--- src/rtl/cordic_prerotate.sv ---
// CORDIC input stage: folds angles outside [-90, +90) by a 180 degree pre-rotation
// with saturating negation, then passes results through a two-register skid pipeline.
module cordic_prerotate #(
   parameter int W     = 32,
   parameter int TAG_W = 8
) (
   input  logic             clk,
   input  logic             rst_n,
   input  logic             in_valid,
   output logic             in_ready,
   input  logic [W-1:0]     x_in,
   input  logic [W-1:0]     y_in,
   input  logic [W-1:0]     z_in,
   output logic             out_valid,
   input  logic             out_ready,
   output logic [W-1:0]     x_out,
   output logic [W-1:0]     y_out,
   output logic [W-1:0]     z_out,
   output logic             flip_out,
   output logic             sat_out,
   output logic [TAG_W-1:0] tag_out
);

   localparam logic signed [W-1:0] MOST_NEG = {1'b1, {(W-1){1'b0}}};
   localparam logic signed [W-1:0] MOST_POS = {1'b0, {(W-1){1'b1}}};

   function automatic logic signed [W-1:0] neg_sat(input logic signed [W-1:0] v);
      logic signed [W-1:0] r;
      if (v == MOST_NEG) r = MOST_POS;
      else               r = -v;
      return r;
   endfunction

   logic                    flip;
   logic                    sat_fold;
   logic signed [W-1:0]     x_fold;
   logic signed [W-1:0]     y_fold;
   logic        [W-1:0]     z_fold;
   logic                    advance;

   logic                    s1_valid_q, s1_valid_d;
   logic signed [W-1:0]     s1_x_q, s1_x_d, s1_y_q, s1_y_d;
   logic        [W-1:0]     s1_z_q, s1_z_d;
   logic                    s1_flip_q, s1_flip_d, s1_sat_q, s1_sat_d;
   logic        [TAG_W-1:0] s1_tag_q, s1_tag_d;

   logic                    s2_valid_q, s2_valid_d;
   logic signed [W-1:0]     s2_x_q, s2_x_d, s2_y_q, s2_y_d;
   logic        [W-1:0]     s2_z_q, s2_z_d;
   logic                    s2_flip_q, s2_flip_d, s2_sat_q, s2_sat_d;
   logic        [TAG_W-1:0] s2_tag_q, s2_tag_d;

   logic        [TAG_W-1:0] tag_q, tag_d;

   // Fold: top two bits differing means the angle lies in [90, 270); adding 180 only flips the MSB.
   always_comb begin
      flip     = z_in[W-1] ^ z_in[W-2];
      x_fold   = flip ? neg_sat($signed(x_in)) : $signed(x_in);
      y_fold   = flip ? neg_sat($signed(y_in)) : $signed(y_in);
      z_fold   = {z_in[W-1] ^ flip, z_in[W-2:0]};
      sat_fold = flip && (($signed(x_in) == MOST_NEG) || ($signed(y_in) == MOST_NEG));
   end

   always_comb begin
      advance    = !s2_valid_q || out_ready;
      in_ready   = !s1_valid_q || advance;

      s1_valid_d = s1_valid_q;
      s1_x_d     = s1_x_q;
      s1_y_d     = s1_y_q;
      s1_z_d     = s1_z_q;
      s1_flip_d  = s1_flip_q;
      s1_sat_d   = s1_sat_q;
      s1_tag_d   = s1_tag_q;
      s2_valid_d = s2_valid_q;
      s2_x_d     = s2_x_q;
      s2_y_d     = s2_y_q;
      s2_z_d     = s2_z_q;
      s2_flip_d  = s2_flip_q;
      s2_sat_d   = s2_sat_q;
      s2_tag_d   = s2_tag_q;
      tag_d      = tag_q;

      if (advance) begin
         s2_valid_d = s1_valid_q;
         s2_x_d     = s1_x_q;
         s2_y_d     = s1_y_q;
         s2_z_d     = s1_z_q;
         s2_flip_d  = s1_flip_q;
         s2_sat_d   = s1_sat_q;
         s2_tag_d   = s1_tag_q;
      end

      if (in_ready) begin
         s1_valid_d = in_valid;
         s1_x_d     = x_fold;
         s1_y_d     = y_fold;
         s1_z_d     = z_fold;
         s1_flip_d  = flip;
         s1_sat_d   = sat_fold;
         s1_tag_d   = tag_q;
         if (in_valid) tag_d = tag_q + TAG_W'(1);
      end
   end

   always_ff @(posedge clk or negedge rst_n) begin
      if (!rst_n) begin
         s1_valid_q <= 1'b0;
         s1_x_q     <= '0;
         s1_y_q     <= '0;
         s1_z_q     <= '0;
         s1_flip_q  <= 1'b0;
         s1_sat_q   <= 1'b0;
         s1_tag_q   <= '0;
         s2_valid_q <= 1'b0;
         s2_x_q     <= '0;
         s2_y_q     <= '0;
         s2_z_q     <= '0;
         s2_flip_q  <= 1'b0;
         s2_sat_q   <= 1'b0;
         s2_tag_q   <= '0;
         tag_q      <= '0;
      end else begin
         s1_valid_q <= s1_valid_d;
         s1_x_q     <= s1_x_d;
         s1_y_q     <= s1_y_d;
         s1_z_q     <= s1_z_d;
         s1_flip_q  <= s1_flip_d;
         s1_sat_q   <= s1_sat_d;
         s1_tag_q   <= s1_tag_d;
         s2_valid_q <= s2_valid_d;
         s2_x_q     <= s2_x_d;
         s2_y_q     <= s2_y_d;
         s2_z_q     <= s2_z_d;
         s2_flip_q  <= s2_flip_d;
         s2_sat_q   <= s2_sat_d;
         s2_tag_q   <= s2_tag_d;
         tag_q      <= tag_d;
      end
   end

   assign out_valid = s2_valid_q;
   assign x_out     = s2_x_q;
   assign y_out     = s2_y_q;
   assign z_out     = s2_z_q;
   assign flip_out  = s2_flip_q;
   assign sat_out   = s2_sat_q;
   assign tag_out   = s2_tag_q;

endmodule

--- config.mk ---
export PLATFORM = sky130hd
export DESIGN_NAME = cordic_prerotate
export DESIGN_NICKNAME = d
export VERILOG_FILES = /design/src/rtl/cordic_prerotate.sv
export SDC_FILE = /design/constraint.sdc
export NUM_CORES = 1
export LEC_CHECK = 0
export ABC_AREA = 1
export CAP_MARGIN = 15
export CORE_MARGIN = 2
export CORE_UTILIZATION = 45
export CTS_BUF_LIST = sky130_fd_sc_hd__clkbuf_16
export DETAILED_ROUTE_END_ITERATION = 7
export GPL_ROUTABILITY_DRIVEN = 0
export PLACE_DENSITY = 0.71
export SYNTH_ARGS = -nofsm -noshare
export SYNTH_HDL_FRONTEND = slang
export SYNTH_SLANG_ARGS = --single-unit
--- constraint.sdc ---
create_clock -name clk -period 3.7 [get_ports clk]
set_clock_uncertainty 0.1 [all_clocks]
set_input_delay 0.74 -clock clk [delete_from_list [all_inputs] [get_ports clk]]
set_output_delay 0.74 -clock clk [all_outputs]
set_load 0.02 [all_outputs]
==> metrics.yaml, run 1 <==
status: "finished clean"
worst_ep_arrival_time_ns: 2.03
rr_worst_depth: 7
tns_ns: 0
fin_area_um2: 13800
synth_top_area_frac: 0.525
yosys_warnings: 0
cts-resized-gates: 0
ys_seq_area_frac: 0.525
p_int_w: 0.00531
grt_pass1_wl_um: 46600
grt_antenna_before_repair: 0
worstMarginPinSlew_ns: 0.740
synth_cells: 1416
htreeDepth: 1
dr.pass1.iters: 5
crit_type: "in2out"
r2r-end: "x_out[19]"
maxSlewViolCount: 0
layout-drive-gt1-share: 0.0516
initialDrtViolationCount: 794
drc_errors: 0
die_area_um2: 24800
routed_via_density: 4.82
fin_crit_sh: 0.776
p_leak_nw: 6.90
synthTopCellsByCount: "nand2_1, dfrtp_1, nor2_1, inv_1, nand3_1"
clkPwrFrac: 0.318
clockBufferDepth: 3
switching_power_w: 0.00243
grt_usage: 0.232
initial_core_util: 0.455
wirelength_um: 28200
async_flop_share: 1.00
max_freq_ghz: 0.348
endpoint_kind: "output pin"
reg2reg_slack_ns: 1.36
postPlaceCellArea_um2: 13000
rr_startpoint: "out_valid"
synth_largest_area_cell: "dfrtp_1"
dpl.hpwl_um: 19800
cap_violations: 0
p_sw_frac: 0.314
synth_flop_cell: "dfrtp_1"
required_ns: 2.86
cp-start-kind: "primary input"
area_growth_pct: 30.1
finalHoldViolCount: 0
pwr-share-seq: 0.418
tritoncts: "built"
ys_ff_latch: 222
hold_path.class: "in2async"
vdd.ir_drop.worst_mv: 0.300
synth-edff-count: 0
post_cts_buffers: 0
routedWlPerCell_um: 14.5
grt_max_degree: 85
cts.sinks: 222
vias: 9385
cts_buffers: 24
pwr-share-comb: 0.264
period_minus_slack_ns: 2.87
setup_slack_ns: 0.828
rsz0062_at_grt: "no"
ant_nets: 0
crit_start: "out_ready"
grt_overflow: 0
pre_cts_ws_ns: 0.541
rows: 56
syn_nets: 1519
hold_buffers: 0
worstPathMaxFanout: 4
grt_pass1_vias: 9273
netlist_top_cells_area: "dfrtp_1, nand2_1, nor2_1"
synth_most_common_cell: "nand2_1"
syn_area_um2: 10600
relSlewSlack: 0.506
core_um2: 23300
crit_end: "in_ready"
setup_viol: 0
die_y_um: 157
io_pins: 208
final_nets: 1715
die_x_um: 157
port-buffer-count: 207
ys_types: 30
clk_pin_slew_ns: 0.06
root_buffer: "clkbuf_16"
clk_latency_ns: 0.51
powerDensity_nw_per_um2: 562
synth_area_per_cell_um2: 7.48
[cell usage in the layout (no fill, tap or decap), types with 2 or more instances in the layout]
cell / n
nand2_1: 650
dfrtp_1: 222
nor2_1: 212
clkdlybuf4s50_1: 206
inv_1: 91
nand3_1: 52
o21ai_0: 42
clkbuf_16: 25
xnor2_1: 17
xor2_1: 17
buf_4: 13
nor2_2: 12
a21oi_1: 8
o21ai_1: 7
o21bai_1: 6
or2_2: 5
nor2_4: 4
inv_2: 4
clkinv_2: 4
bufinv_16: 4
nand2_2: 3
nand3b_1: 3
ha_1: 3
clkinv_1: 3
buf_12: 3
nor3_1: 2
clkinv_4: 2
[metal layers]
metal / track usage / share of wire
met1: 0.333 / 0.47
met2: 0.372 / 0.45
met3: 0.0372 / 0.068
met4: 0.0502 / 0.015
met5: 0 / 0
[flip-flops by register name, summed over array words and instances (netlist names)]
register / count
s1_sat_q: 1
s1_valid_q: 1
sat_out: 1
s1_tag_q: 8
flip_out: 1
s1_flip_q: 1
s1_z_q: 32
x_out: 32
s1_x_q: 32
y_out: 32
s1_y_q: 32
tag_out: 8
tag_q: 8
z_out: 32
out_valid: 1
[logic make-up after synthesis]
| group | after synthesis | synth area share |
|---|---|---|
| AOI/OAI and AO/OA | 64 | 0.0320 |
| xor gates and xnor gates | 34 | 0.0281 |
| adders and majority gates | 3 | 0.00355 |
| buffers and inverters | 144 | 0.0572 |
| DFF | 222 | 0.525 |
| muxes | 1 | 0.00106 |
| and+or+nand+nor | 948 | 0.353 |
[per-stage QoR]
stage               power, W  hold slack, ns  std cells  utilization
floorplan            0.00432           0.334       1416            -
global placement     0.00528           0.343       1905        0.557
detailed placement   0.00532           0.350       1905        0.557
CTS                  0.00782           0.155       1947        0.592
global route         0.00818           0.165       1947        0.592
finish               0.00774           0.109       1948        0.592
[power groups by stage]
stage	combinational (W)	clock (W)	sequential (W)
5_1_grt	0.00227	0.00261	0.00330
3_5_place_dp	0.00205	0	0.00327
2_1_floorplan	0.000782	0	0.00354
4_1_cts	0.00207	0.00252	0.00324
6_report	0.00205	0.00246	0.00324
3_3_place_gp	0.00202	0	0.00326
[area by class of cell]
type	count	area, um2
Clock inverter	17	184
Tap cell	319	399
Antenna cell	1	2.50
Fill cell	2119	9480
Multi-Input combinational cell	1050	4440
Clock buffer	25	626
Sequential cell	222	5560
Inverter	91	342
Timing Repair Buffer	223	2230
[worst max-delay path: stages]
cell             delay, ns
clkdlybuf4s50_1       0.53
nor2_4                0.06
nand2_4               0.07
clkdlybuf4s50_1       0.63
[how the worst min path moves through the flow]
stage | startpoint | to | slack (ns)
finish | rst_n | s1_z_q[10] | 0.11
detailed placement | s1_y_q[5] | y_out[5] | 0.35
global placement | s1_y_q[6] | y_out[6] | 0.34
floorplan | s1_y_q[17] | y_out[17] | 0.33
CTS | rst_n | s1_z_q[10] | 0.15
global route | rst_n | s1_z_q[10] | 0.16
No activity file was read; power rests on OpenSTA's default activity.
==> inputs of run 2 (changes only) <==
clock period = 2.71 ns   (was 3.7 ns; I/O delays follow)
==> run 2 against run 1 <==
Against the previous run: flip-flop and latch count unchanged; critical path depth stayed put; sequential power grew 36%; non-clock buffer count is 7 higher; count of clock-buffer cells in the layout stayed put; register-to-register slack got worse by 0.65 ns; global-route usage shrank 0.57 points; worst setup slack lost 0.63 ns; worst hold slack better by 0.25 ns; critical endpoint unchanged; largest cell class unchanged.
==> metrics.yaml, run 2 (synthesis gave the netlist of run 1 again) <==
status: "finished clean"  # unchanged
routedWlPerCell_um: 14.2  # was 14.5 um
fin_crit_sh: 0.926
grt_pass1_wl_um: 45300  # was 46600 um
met3_usage: 0.0300  # was 0.0372
powerDensity_nw_per_um2: 744  # was 562 nW/um2
die_y_um: 157  # unchanged
io_pins: 208  # unchanged
cap_violations: 0  # unchanged
grt_most_used_layer: "met2"  # unchanged
crit_type: "in2out"  # unchanged
met1_usage: 0.324  # was 0.333
hold_buffers: 1  # was 0
tns_ns: 0  # unchanged
die_x_um: 157  # unchanged
worstMarginPinSlew_ns: 0.537  # was 0.740 ns
ant_nets: 0  # unchanged
initialDrtViolationCount: 639  # was 794
vias: 9392  # was 9385
p_leak_nw: 6.92  # was 6.90 nW
layout_common_cells: "nand2_1, dfrtp_1, nor2_1"  # unchanged
max_freq_ghz: 0.399
die_area_um2: 24800  # unchanged
dpl.cell_count: 1911  # was 1905
maxSlewViolCount: 0  # unchanged
cts-resized-gates: 0  # unchanged
instances_no_fill: 1957  # was 1948
post_cts_buffers: 0  # unchanged
total_power_w: 0.0103  # was 0.00774 W
final_nets: 1723  # was 1715
initial_core_util: 0.455  # unchanged
dpl.hpwl_um: 19600  # was 19800 um
htreeDepth: 1  # unchanged
holdWs_ns: 0.359  # was 0.109 ns
grt_pass1_vias: 9197  # was 9273
tritoncts: "built"  # unchanged
cp-start-kind: "primary input"  # unchanged
root_buffer: "clkbuf_16"  # unchanged
final_common_cell: "nand2_1"  # unchanged
port-buffer-count: 207  # unchanged
clk_pin_slew_ns: 0.06  # about the same
hold_path.class: "reg2reg"  # was in2async
required_ns: 2.07  # was 2.86 ns
cts.sinks: 222  # unchanged
core_um2: 23300  # unchanged
rsz0062_at_grt: "no"  # unchanged
grt_antenna_before_repair: 1  # was 0
grt_overflow: 0  # unchanged
relSlewSlack: 0.638  # was 0.506
layout-drive-gt1-share: 0.0525  # was 0.0516
wirelength_um: 27800  # was 28200 um
clockBufferDepth: 3  # unchanged
rows: 56  # unchanged
grt_usage: 0.226  # was 0.232
worst_ep_arrival_time_ns: 1.87  # was 2.03 ns
grt_max_degree: 122  # was 85
setup_viol: 0  # unchanged
vdd.ir_drop.worst_mv: 0.486  # was 0.300 mV
endpoint_kind: "output pin"  # unchanged
grtUsageMet2: 0.362  # was 0.372
period_minus_slack_ns: 2.51
finalHoldViolCount: 0  # unchanged
routed_via_density: 4.80  # was 4.82
area_growth_pct: 30.3  # was 30.1%
cts_buffers: 25  # was 24
worstPathMaxFanout: 4  # unchanged
drc_errors: 0  # unchanged
dr.pass1.iters: 5  # unchanged
clk_latency_ns: 0.50  # was 0.51 ns
-- run 2: changes by cell type in the layout (fill, tap and decap cells not counted) --
cell	previous run	this run
clkinv_4	2	1
dlygate4sd3_1	0	1
bufinv_16	4	1
buf_4	13	16
inv_1	91	95
clkinv_2	4	3
buf_12	3	6
clkinvlp_4	0	1
clkinv_1	3	5
-- run 2: power by group --
part,leakage (nW),internal (W),switching [W]
Sequential,2.63,0.00402,0.000400
Combinational,3.91,0.00121,0.00160
Clock,0.389,0.00176,0.00129
-- run 2: area by class of cell --
cell class,count,area (um2)
clock inverters,19,110
diodes,1,2.50
fillers,2098,9470
well taps,319,399
repair buffers,230,2330
multi-input cells,1050,4440
clock buffers,25,626
inverters,91,342
flip-flops and latches,222,5560
-- run 2: final timing paths --
path | to | from | slack, ns | cells past startpoint
setup / recovery | in_ready | out_ready | 0.20 | 4
hold / removal | y_out[6] | s1_y_q[6] | 0.36 | 2
setup reg to reg | s1_y_q[17] | out_valid | 0.71 | 9
hold reg to reg | y_out[6] | s1_y_q[6] | 0.36 | 2
max in group asynchronous | s1_y_q[28] | rst_n | 1.30 | 3
min in group asynchronous | z_out[3] | rst_n | 0.48 | 2
-- run 2: critical path, cell delays in order --
cell and delay [ns]:
clkdlybuf4s50_1 0.53, nor2_4 0.07, nand2_4 0.07, clkdlybuf4s50_1 0.64
-- run 2: stage by stage --
step | instance area, um2 | util | setup slack, ns
2_1_floorplan | 10600 | - | 0.805
3_3_place_gp | 13000 | 0.561 | 0.116
3_5_place_dp | 13000 | 0.561 | 0.102
4_1_cts | 13800 | 0.593 | 0.197
5_1_grt | 13800 | 0.593 | 0.182
6_report | 13800 | 0.593 | 0.202
-- run 2: metal layers --
layer,vias up,share of wire
met5,-,0
met2,299,0.45
li1,4711,-
met4,0,0.022
met3,55,0.065
met1,4327,0.47
